===== src/rtl/uart_pkg.sv =====
// Shared encodings for the FIFO-fed UART transmitter: FSM state codes and line levels.
package uart_pkg;

  localparam logic [2:0] ST_IDLE   = 3'd0;
  localparam logic [2:0] ST_FETCH  = 3'd1;
  localparam logic [2:0] ST_LOAD   = 3'd2;
  localparam logic [2:0] ST_START  = 3'd3;
  localparam logic [2:0] ST_DATA   = 3'd4;
  localparam logic [2:0] ST_PARITY = 3'd5;
  localparam logic [2:0] ST_STOP   = 3'd6;

  typedef enum logic [2:0] {
    S_IDLE   = ST_IDLE,
    S_FETCH  = ST_FETCH,
    S_LOAD   = ST_LOAD,
    S_START  = ST_START,
    S_DATA   = ST_DATA,
    S_PARITY = ST_PARITY,
    S_STOP   = ST_STOP
  } uart_state_t;

  localparam logic UART_IDLE_LVL = 1'b1;
  localparam logic START_LVL     = 1'b0;

endpackage


===== src/rtl/uart_baud_gen.sv =====
// Baud counter: counts 0..CLK_DIV-1 and wraps; tick marks the last cycle of each bit period.
module uart_baud_gen #(
  parameter int CLK_DIV = 868,
  parameter int CWIDTH  = 16
) (
  input  logic clk,
  input  logic rst,
  input  logic clear,
  output logic tick
);

  localparam logic [CWIDTH-1:0] LAST_CNT = CWIDTH'(CLK_DIV - 1);

  logic [CWIDTH-1:0] cnt;

  assign tick = (cnt == LAST_CNT);

  always_ff @(posedge clk or posedge rst) begin
    if (rst) begin
      cnt <= '0;
    end else if (clear || tick) begin
      cnt <= '0;
    end else begin
      cnt <= cnt + 1'b1;
    end
  end

endmodule


===== src/rtl/fifo_uart_tx.sv =====
// UART transmitter draining a syncFifo read port; parity bit compiled in with FIFO_UART_PARITY_EN.
//  state  | meaning
//  IDLE   | line high, waiting for enable && !fifo_empty
//  FETCH  | one-cycle FIFO pop strobe
//  LOAD   | capture fifo_data (1-cycle read latency), clear baud counter
//  START  | start bit
//  DATA   | DWIDTH data bits, LSB first
//  PARITY | parity bit (FIFO_UART_PARITY_EN only)
//  STOP   | STOP_BITS stop bits; tx_done on the very last cycle
module fifo_uart_tx
  import uart_pkg::*;
#(
  parameter int DWIDTH     = 8,
  parameter int CLK_DIV    = 868,
  parameter int CWIDTH     = 16,
  parameter int STOP_BITS  = 1,
  parameter int PARITY_ODD = 0
) (
  input  logic              clk,
  input  logic              rst,
  input  logic              enable,
  input  logic              fifo_empty,
  input  logic [DWIDTH-1:0] fifo_data,
  output logic              fifo_rd_cs,
  output logic              fifo_rd_en,
  output logic              txd,
  output logic              busy,
  output logic              tx_done
);

  localparam int IW = $clog2(DWIDTH + 1);
  localparam logic [IW-1:0] LAST_DATA = IW'(DWIDTH - 1);
  localparam logic [IW-1:0] LAST_STOP = IW'(STOP_BITS - 1);

  uart_state_t       state;
  logic [DWIDTH-1:0] shift_reg;
  logic [IW-1:0]     bit_idx;
  logic              tick;
  logic              baud_clear;

`ifdef FIFO_UART_PARITY_EN
  localparam logic PAR_INIT = (PARITY_ODD != 0);
  logic parity_bit;
`else
  logic unused_parity_odd;
  assign unused_parity_odd = (PARITY_ODD != 0);
`endif

  // Counter held at zero until the start bit so every bit is exactly CLK_DIV cycles.
  assign baud_clear = (state == S_IDLE) || (state == S_FETCH) || (state == S_LOAD);
  assign fifo_rd_cs = fifo_rd_en;
  assign tx_done    = (state == S_STOP) && tick && (bit_idx == LAST_STOP);

  uart_baud_gen #(
    .CLK_DIV (CLK_DIV),
    .CWIDTH  (CWIDTH)
  ) u_baud_gen (
    .clk   (clk),
    .rst   (rst),
    .clear (baud_clear),
    .tick  (tick)
  );

  // txd/busy/rd_en are loaded together with the next state so they line up with it.
  always_ff @(posedge clk or posedge rst) begin
    if (rst) begin
      state      <= S_IDLE;
      shift_reg  <= '0;
      bit_idx    <= '0;
      txd        <= UART_IDLE_LVL;
      fifo_rd_en <= 1'b0;
      busy       <= 1'b0;
`ifdef FIFO_UART_PARITY_EN
      parity_bit <= 1'b0;
`endif
    end else begin
      fifo_rd_en <= 1'b0;
      case (state)
        S_IDLE: begin
          if (enable && !fifo_empty) begin
            state      <= S_FETCH;
            fifo_rd_en <= 1'b1;
            busy       <= 1'b1;
          end
        end
        S_FETCH: begin
          state <= S_LOAD;
        end
        S_LOAD: begin
          shift_reg <= fifo_data;
`ifdef FIFO_UART_PARITY_EN
          parity_bit <= (^fifo_data) ^ PAR_INIT;
`endif
          bit_idx <= '0;
          txd     <= START_LVL;
          state   <= S_START;
        end
        S_START: begin
          if (tick) begin
            txd   <= shift_reg[0];
            state <= S_DATA;
          end
        end
        S_DATA: begin
          if (tick) begin
            if (bit_idx == LAST_DATA) begin
              bit_idx <= '0;
`ifdef FIFO_UART_PARITY_EN
              txd   <= parity_bit;
              state <= S_PARITY;
`else
              txd   <= UART_IDLE_LVL;
              state <= S_STOP;
`endif
            end else begin
              bit_idx   <= bit_idx + 1'b1;
              shift_reg <= shift_reg >> 1;
              txd       <= shift_reg[1];
            end
          end
        end
`ifdef FIFO_UART_PARITY_EN
        S_PARITY: begin
          if (tick) begin
            txd   <= UART_IDLE_LVL;
            state <= S_STOP;
          end
        end
`endif
        S_STOP: begin
          if (tick) begin
            if (bit_idx == LAST_STOP) begin
              bit_idx <= '0;
              // Back-to-back only when data is already waiting; never pops an empty FIFO.
              if (enable && !fifo_empty) begin
                state      <= S_FETCH;
                fifo_rd_en <= 1'b1;
              end else begin
                state <= S_IDLE;
                busy  <= 1'b0;
              end
            end else begin
              bit_idx <= bit_idx + 1'b1;
            end
          end
        end
        default: begin
          state   <= S_IDLE;
          bit_idx <= '0;
          txd     <= UART_IDLE_LVL;
          busy    <= 1'b0;
        end
      endcase
    end
  end

endmodule

===== config.mk =====
export PLATFORM = sky130hd
export DESIGN_NAME = fifo_uart_tx
export DESIGN_NICKNAME = d
export VERILOG_FILES = /design/src/rtl/uart_pkg.sv /design/src/rtl/uart_baud_gen.sv /design/src/rtl/fifo_uart_tx.sv
export SDC_FILE = /design/constraint.sdc
export NUM_CORES = 1
export LEC_CHECK = 0
export ABC_CLOCK_PERIOD_IN_PS = 3150
export CAP_MARGIN = 20
export CORE_UTILIZATION = 40
export DETAILED_ROUTE_END_ITERATION = 8
export SETUP_SLACK_MARGIN = 0.1
export SLEW_MARGIN = 15
export SYNTH_ARGS = -nofsm -noshare
export SYNTH_HDL_FRONTEND = slang
export SYNTH_HIERARCHICAL = 1
export SYNTH_SLANG_ARGS = --single-unit
export TNS_END_PERCENT = 5

===== constraint.sdc =====
create_clock -name clk -period 3.15 [get_ports clk]
set_clock_uncertainty 0.2 [all_clocks]
set_input_delay 0.315 -clock clk [delete_from_list [all_inputs] [get_ports clk]]
set_output_delay 0.315 -clock clk [all_outputs]
set_load 0.01 [all_outputs]

## After elaboration in Yosys (flattened, before gate mapping)

Index checks and enable logic that the tools add are counted.

- Register bits after elaboration: 34
- Logic and storage cells: 75

- Equality and inequality tests: 15
- Reductions and logical operators: 18
- Bitwise operators: 3
- Mux-type cells: 30
- Add/subtract/negate cells: 2

Operators with widths:

| cell | number |
|---|---|
| 3-bit two-way mux | 6 |
| 3-bit case mux with 6 select lines | 1 |
| 16-bit by 1-bit adder with 16-bit output, second input constant | 1 |
| 16-bit by 10-bit == test with 1-bit output, second input constant | 1 |
| 16-bit two-way mux | 1 |
| 4-bit two-way mux | 4 |
| 8-bit two-way mux | 2 |
| 8-bit case mux with 2 select lines | 1 |
| 2-bit != test, second input constant | 6 |
| 4-bit case mux with 3 select lines | 1 |
| 1-bit two-way mux | 11 |
| 3-bit AND reduction | 3 |
| 3-bit by 2-bit == test with 1-bit output, second input constant | 2 |
| 3-bit == test, second input constant | 2 |
| 6-bit AND reduction | 1 |
| 3-bit OR reduction | 2 |
| 5-bit AND reduction | 1 |
| 4-bit by 1-bit adder with 4-bit output, second input constant | 1 |
| 4-bit by 3-bit == test with 1-bit output, second input constant | 1 |
| 4-bit zero test | 1 |
| 2-bit by 1-bit != test with 1-bit output, second input constant | 2 |
| 1-bit case mux with 4 select lines | 1 |
| 4-bit OR reduction | 1 |
| 3-bit by 1-bit == test with 1-bit output, second input constant | 1 |
| other kinds (8) | 14 |

## Depth between registers and ports, before layout

- Depth in word-level cells: 6
- Gate-level depth with buffers: 8

## By module

Netlist, hierarchy kept.

Modules (own cells, without submodules):

| module | cells an instance | instances | area each (um^2) |
|---|---|---|---|
| fifo_uart_tx | 111 | 1 | 1,061.0 |
| uart_baud_gen | 85 | 1 | 910.9 |

## Worst setup path after synthesis

Ideal clock, no wire load.

- Path type: register to register
- From: register u_baud_gen.cnt[0]
- To: register txd
- Clock period less this slack: 2.324 ns
- Setup slack: 0.826 ns
- Path buffers: 1
- Data arrival time: 2.041 ns
- Cell stages (with the launch flop): 9
- Data required time: 2.868 ns
- Cell sequence: dfrtp_1 > ha_1 > nor4b_1 > and4_4 > clkbuf_1 > and2_1 > o21a_1 > a211oi_1 > mux2_2

- Word-level cells in the longest chain between the ends: 3
- Elaborated cells on any way between the ends: 4
- Classes of those cells: eq/ne (3); reduce/logical (1)

RTL lines:

| element | RTL line | RTL |
|---|---|---|
| from (decl) | uart_baud_gen.sv:14 | `logic [CWIDTH-1:0] cnt;` |
| from (signal assigned) | uart_baud_gen.sv:24 | `cnt <= cnt + 1'b1;` |
| 16-bit by 10-bit == test with 1-bit output (*) | uart_baud_gen.sv:16 | `assign tick = (cnt == LAST_CNT);` |
| named net tick | fifo_uart_tx.sv:38 | `logic tick;` |
| 2-bit != test (no line) | - |  |
| 3-bit AND reduction (no line) (*) | - |  |
| to (signal assigned) | fifo_uart_tx.sv:100 | `txd <= shift_reg[0];` |
| to (signal assigned) | fifo_uart_tx.sv:118 | `txd <= shift_reg[1];` |
| to (decl) | fifo_uart_tx.sv:26 | `output logic txd,` |

The timed path passes the listed nets; every way through them passes the cells marked *.
A chain may end at the register's enable or synchronous reset.

## Worst setup path after layout

- From: register u_baud_gen.cnt[0]
- To: output tx_done

- Word-level cells in the longest chain between the ends: 3

RTL lines:

| element | RTL line | RTL |
|---|---|---|
| 16-bit by 10-bit == test with 1-bit output | uart_baud_gen.sv:16 |  |
| named net tick | fifo_uart_tx.sv:38 |  |
| 1-bit logical AND (2 in series) | fifo_uart_tx.sv:52 | `assign tx_done = (state == S_STOP) && tick && (bit_idx == LAST_STOP);` |
| to (decl) | fifo_uart_tx.sv:28 | `output logic tx_done` |

The timed path passes the listed nets, and every way through them passes these cells.

==> results_dict.tcl <==
set metrics [dict create \
    status "finished clean" \
    hold_viol_final 0 \
    grt_overflow 0 \
    syn_area_um2 1970 \
    hold_path_class "in -> async" \
    ys_seq_elements 34 \
    largest_register_ffs 16 \
    fin_tns_setup_ps 0 \
    post_cts_resize_count 0 \
    cp.required_ps 2630 \
    ir_drop_mv 0.191 \
    final_common_cell "dfrtp_1" \
    drtAntennaViolNets 0 \
    area_delta_synth_final_pct 15.7 \
    syn_avg_cell_area_um2 10.1 \
    fp-row-count 25 \
    synth_edf_count 0 \
    syn_inst 196 \
    end_kind "output port" \
    ctsHoldBuffers 0 \
    fin_crit_ps 2890 \
    dominantRegCellSynth "dfrtp_1" \
    htree_num_levels 2 \
    power_density_nw_per_um2 425 \
    synth-compound-area-share_pct 16.1 \
    yosysSeqAreaShare_pct 43.2 \
    dr.pass1.iters 4 \
    power_uw 968 \
    wl_met3_um 152 \
    die_area_um2 5210 \
    initial_core_util_pct 41.7 \
    tightest_slew_ps 679 \
    grt_pass1_wl_um 6760 \
    top_layer "met4" \
    antenna_found_initial 0 \
    rsz0062_at_grt "false" \
    die_h_um 72.2 \
    wirelength_um 4050 \
    period_share_pct 91.8 \
    coreArea_um2 4720 \
    cts_setup_buffers 0 \
    synth_nets 211 \
    drt-met1-wl_um 1810 \
    synth_top_family_by_area "simple AND/OR/NAND/NOR gates" \
    fmaxAchievable_mhz 346 \
    drv_cap 0 \
    finalMaxSlewViolations 0 \
    clk_latency_ps 290 \
    yosys.area_share.simple_pct 25.1 \
    cts_tree "built" \
    grt_max_degree 19 \
    diodes 0 \
    synthArstFlopShare_pct 100 \
    wl_per_cell_um 14.7 \
    clock_path_buffers 2 \
    ys_warn_count 6 \
    via_per_inst 5.54 \
    drt_iter0_markers 146 \
    synthAdderAreaFrac_pct 1.90 \
    ys_types 51 \
    grtUsageTotal_pct 16.8 \
    mostFrequentLayoutCells "dfrtp_1, clkdlybuf4s50_1, nor2_1, o22ai_1, inv_1" \
    cts_made_buffers 5 \
    slew_headroom_pct 54.7 \
    critPathKind "reg -> out" \
    cts_sinks 34 \
    vias 1529 \
    p_leak_nw 0.914 \
    final_nets 223 \
    grt_pass1_vias 1457 \
    io_buffers 16 \
    synth-xor-area-share_pct 6.22 \
    io_pins 17 \
    clk_pin_slew_ps 80 \
    critPathArrivalTime_ps 2380 \
    die-width_um 72.2 \
    met2_wirelength_um 2020 \
    cts_root_buf "clkbuf_8" \
    cp-start-kind "flop" \
    finalSetupViolations 0 \
    place_congestion 0.759 \
    dp_hpwl_um 2660 \
    drc 0 \
    drive_gt1_share_pct 14.8 \
    synthMuxAreaShare_pct 0.571 \
    crit_fanout 9 \
]
==> critical path, stage by stage (launching register included) <==
cell	delay, ps
dfrtp_1	400
ha_2	230
nor4b_2	200
and4_4	310
and2_1	230
nand2_1	90
nor2_1	100
clkdlybuf4s50_1	540
==> cell families (layout without fill, tap and decap cells) <==
group                      after synthesis  count (layout)
DFF                                     34              34
and+or+nand+nor                         77              77
xor gates and xnor gates                14              14
adders and majority gates                3               3
AOI/OAI and AO/OA                       45              45
buffers and inverters                   22              35
muxes                                    1               1
==> layer usage <==
layer  vias up  track usage (%)
met5         -                0
met4         0             7.84
met3         8             4.44
met2        35             26.8
met1       751             21.3
li1        735                -
==> through the flow <==
step	setup WS [ps]	instance area, um^2	hold WS [ps]	util (%)	std cells
2_1_floorplan	826	1970	28.7	-	196
3_3_place_gp	510	2130	275	45.1	268
3_5_place_dp	458	2130	291	45.1	268
4_1_cts	129	2270	246	48.0	276
5_1_grt	110	2280	299	48.3	276
6_report	257	2280	216	48.3	276
==> synthesized netlist by cell type, types with 3 or more instances <==
| library cell | instances | share of area [%] |
|---|---|---|
| nor3_1 | 3 | 0.76 |
| nand3_1 | 7 | 1.8 |
| o22ai_1 | 9 | 2.9 |
| xor2_1 | 7 | 3.1 |
| nor4_1 | 4 | 1.3 |
| buf_2 | 3 | 0.76 |
| clkbuf_1 | 3 | 0.57 |
| nor2b_1 | 4 | 1.3 |
| nand2b_1 | 3 | 0.95 |
| dfrtp_1 | 33 | 42 |
| a2bb2oi_1 | 8 | 3.6 |
| ha_1 | 3 | 1.9 |
| inv_1 | 9 | 1.7 |
| a21oi_1 | 6 | 1.5 |
| buf_4 | 3 | 1.1 |
| nand2_1 | 7 | 1.3 |
| and2_1 | 3 | 0.95 |
| xnor2_1 | 7 | 3.1 |
| nor2_4 | 8 | 4.6 |
| o21ai_0 | 6 | 1.5 |
| buf_6 | 3 | 1.7 |
| nand4_1 | 8 | 2.5 |
| nor2_1 | 13 | 2.5 |
==> layout make-up <==
type / instances / area, um^2
Clock buffer: 5 / 68.8
Clock inverter: 3 / 68.8
Fill cell: 433 / 2440
Inverter: 9 / 33.8
Multi-Input combinational cell: 140 / 998
Sequential cell: 34 / 852
Tap cell: 67 / 83.8
Timing Repair Buffer: 18 / 175
==> worst paths after layout <==
path                            cells past startpoint                      endpoint                         from  slack (ps)
worst max-delay path                                7                       tx_done  u_baud_gen/cnt[0]$_DFF_PP0_         260
worst min-delay path                                2  u_baud_gen/cnt[11]$_DFF_PP0_                          rst         220
worst max register to register                      7               txd$_DFFE_PP1P_  u_baud_gen/cnt[0]$_DFF_PP0_         850
worst min register to register                      1   u_baud_gen/cnt[0]$_DFF_PP0_  u_baud_gen/cnt[0]$_DFF_PP0_         300
max in group asynchronous                           2        bit_idx[0]$_DFFE_PP0P_                          rst        2060
min in group clk                                    1   u_baud_gen/cnt[0]$_DFF_PP0_  u_baud_gen/cnt[0]$_DFF_PP0_         300
==> report_power, final <==
group	switching, mW	internal (mW)
logic	0.0146	0.0196
registers	0.00322	0.442
clock network	0.172	0.317
total	0.190	0.778
(Power assumes the default switching activity.)
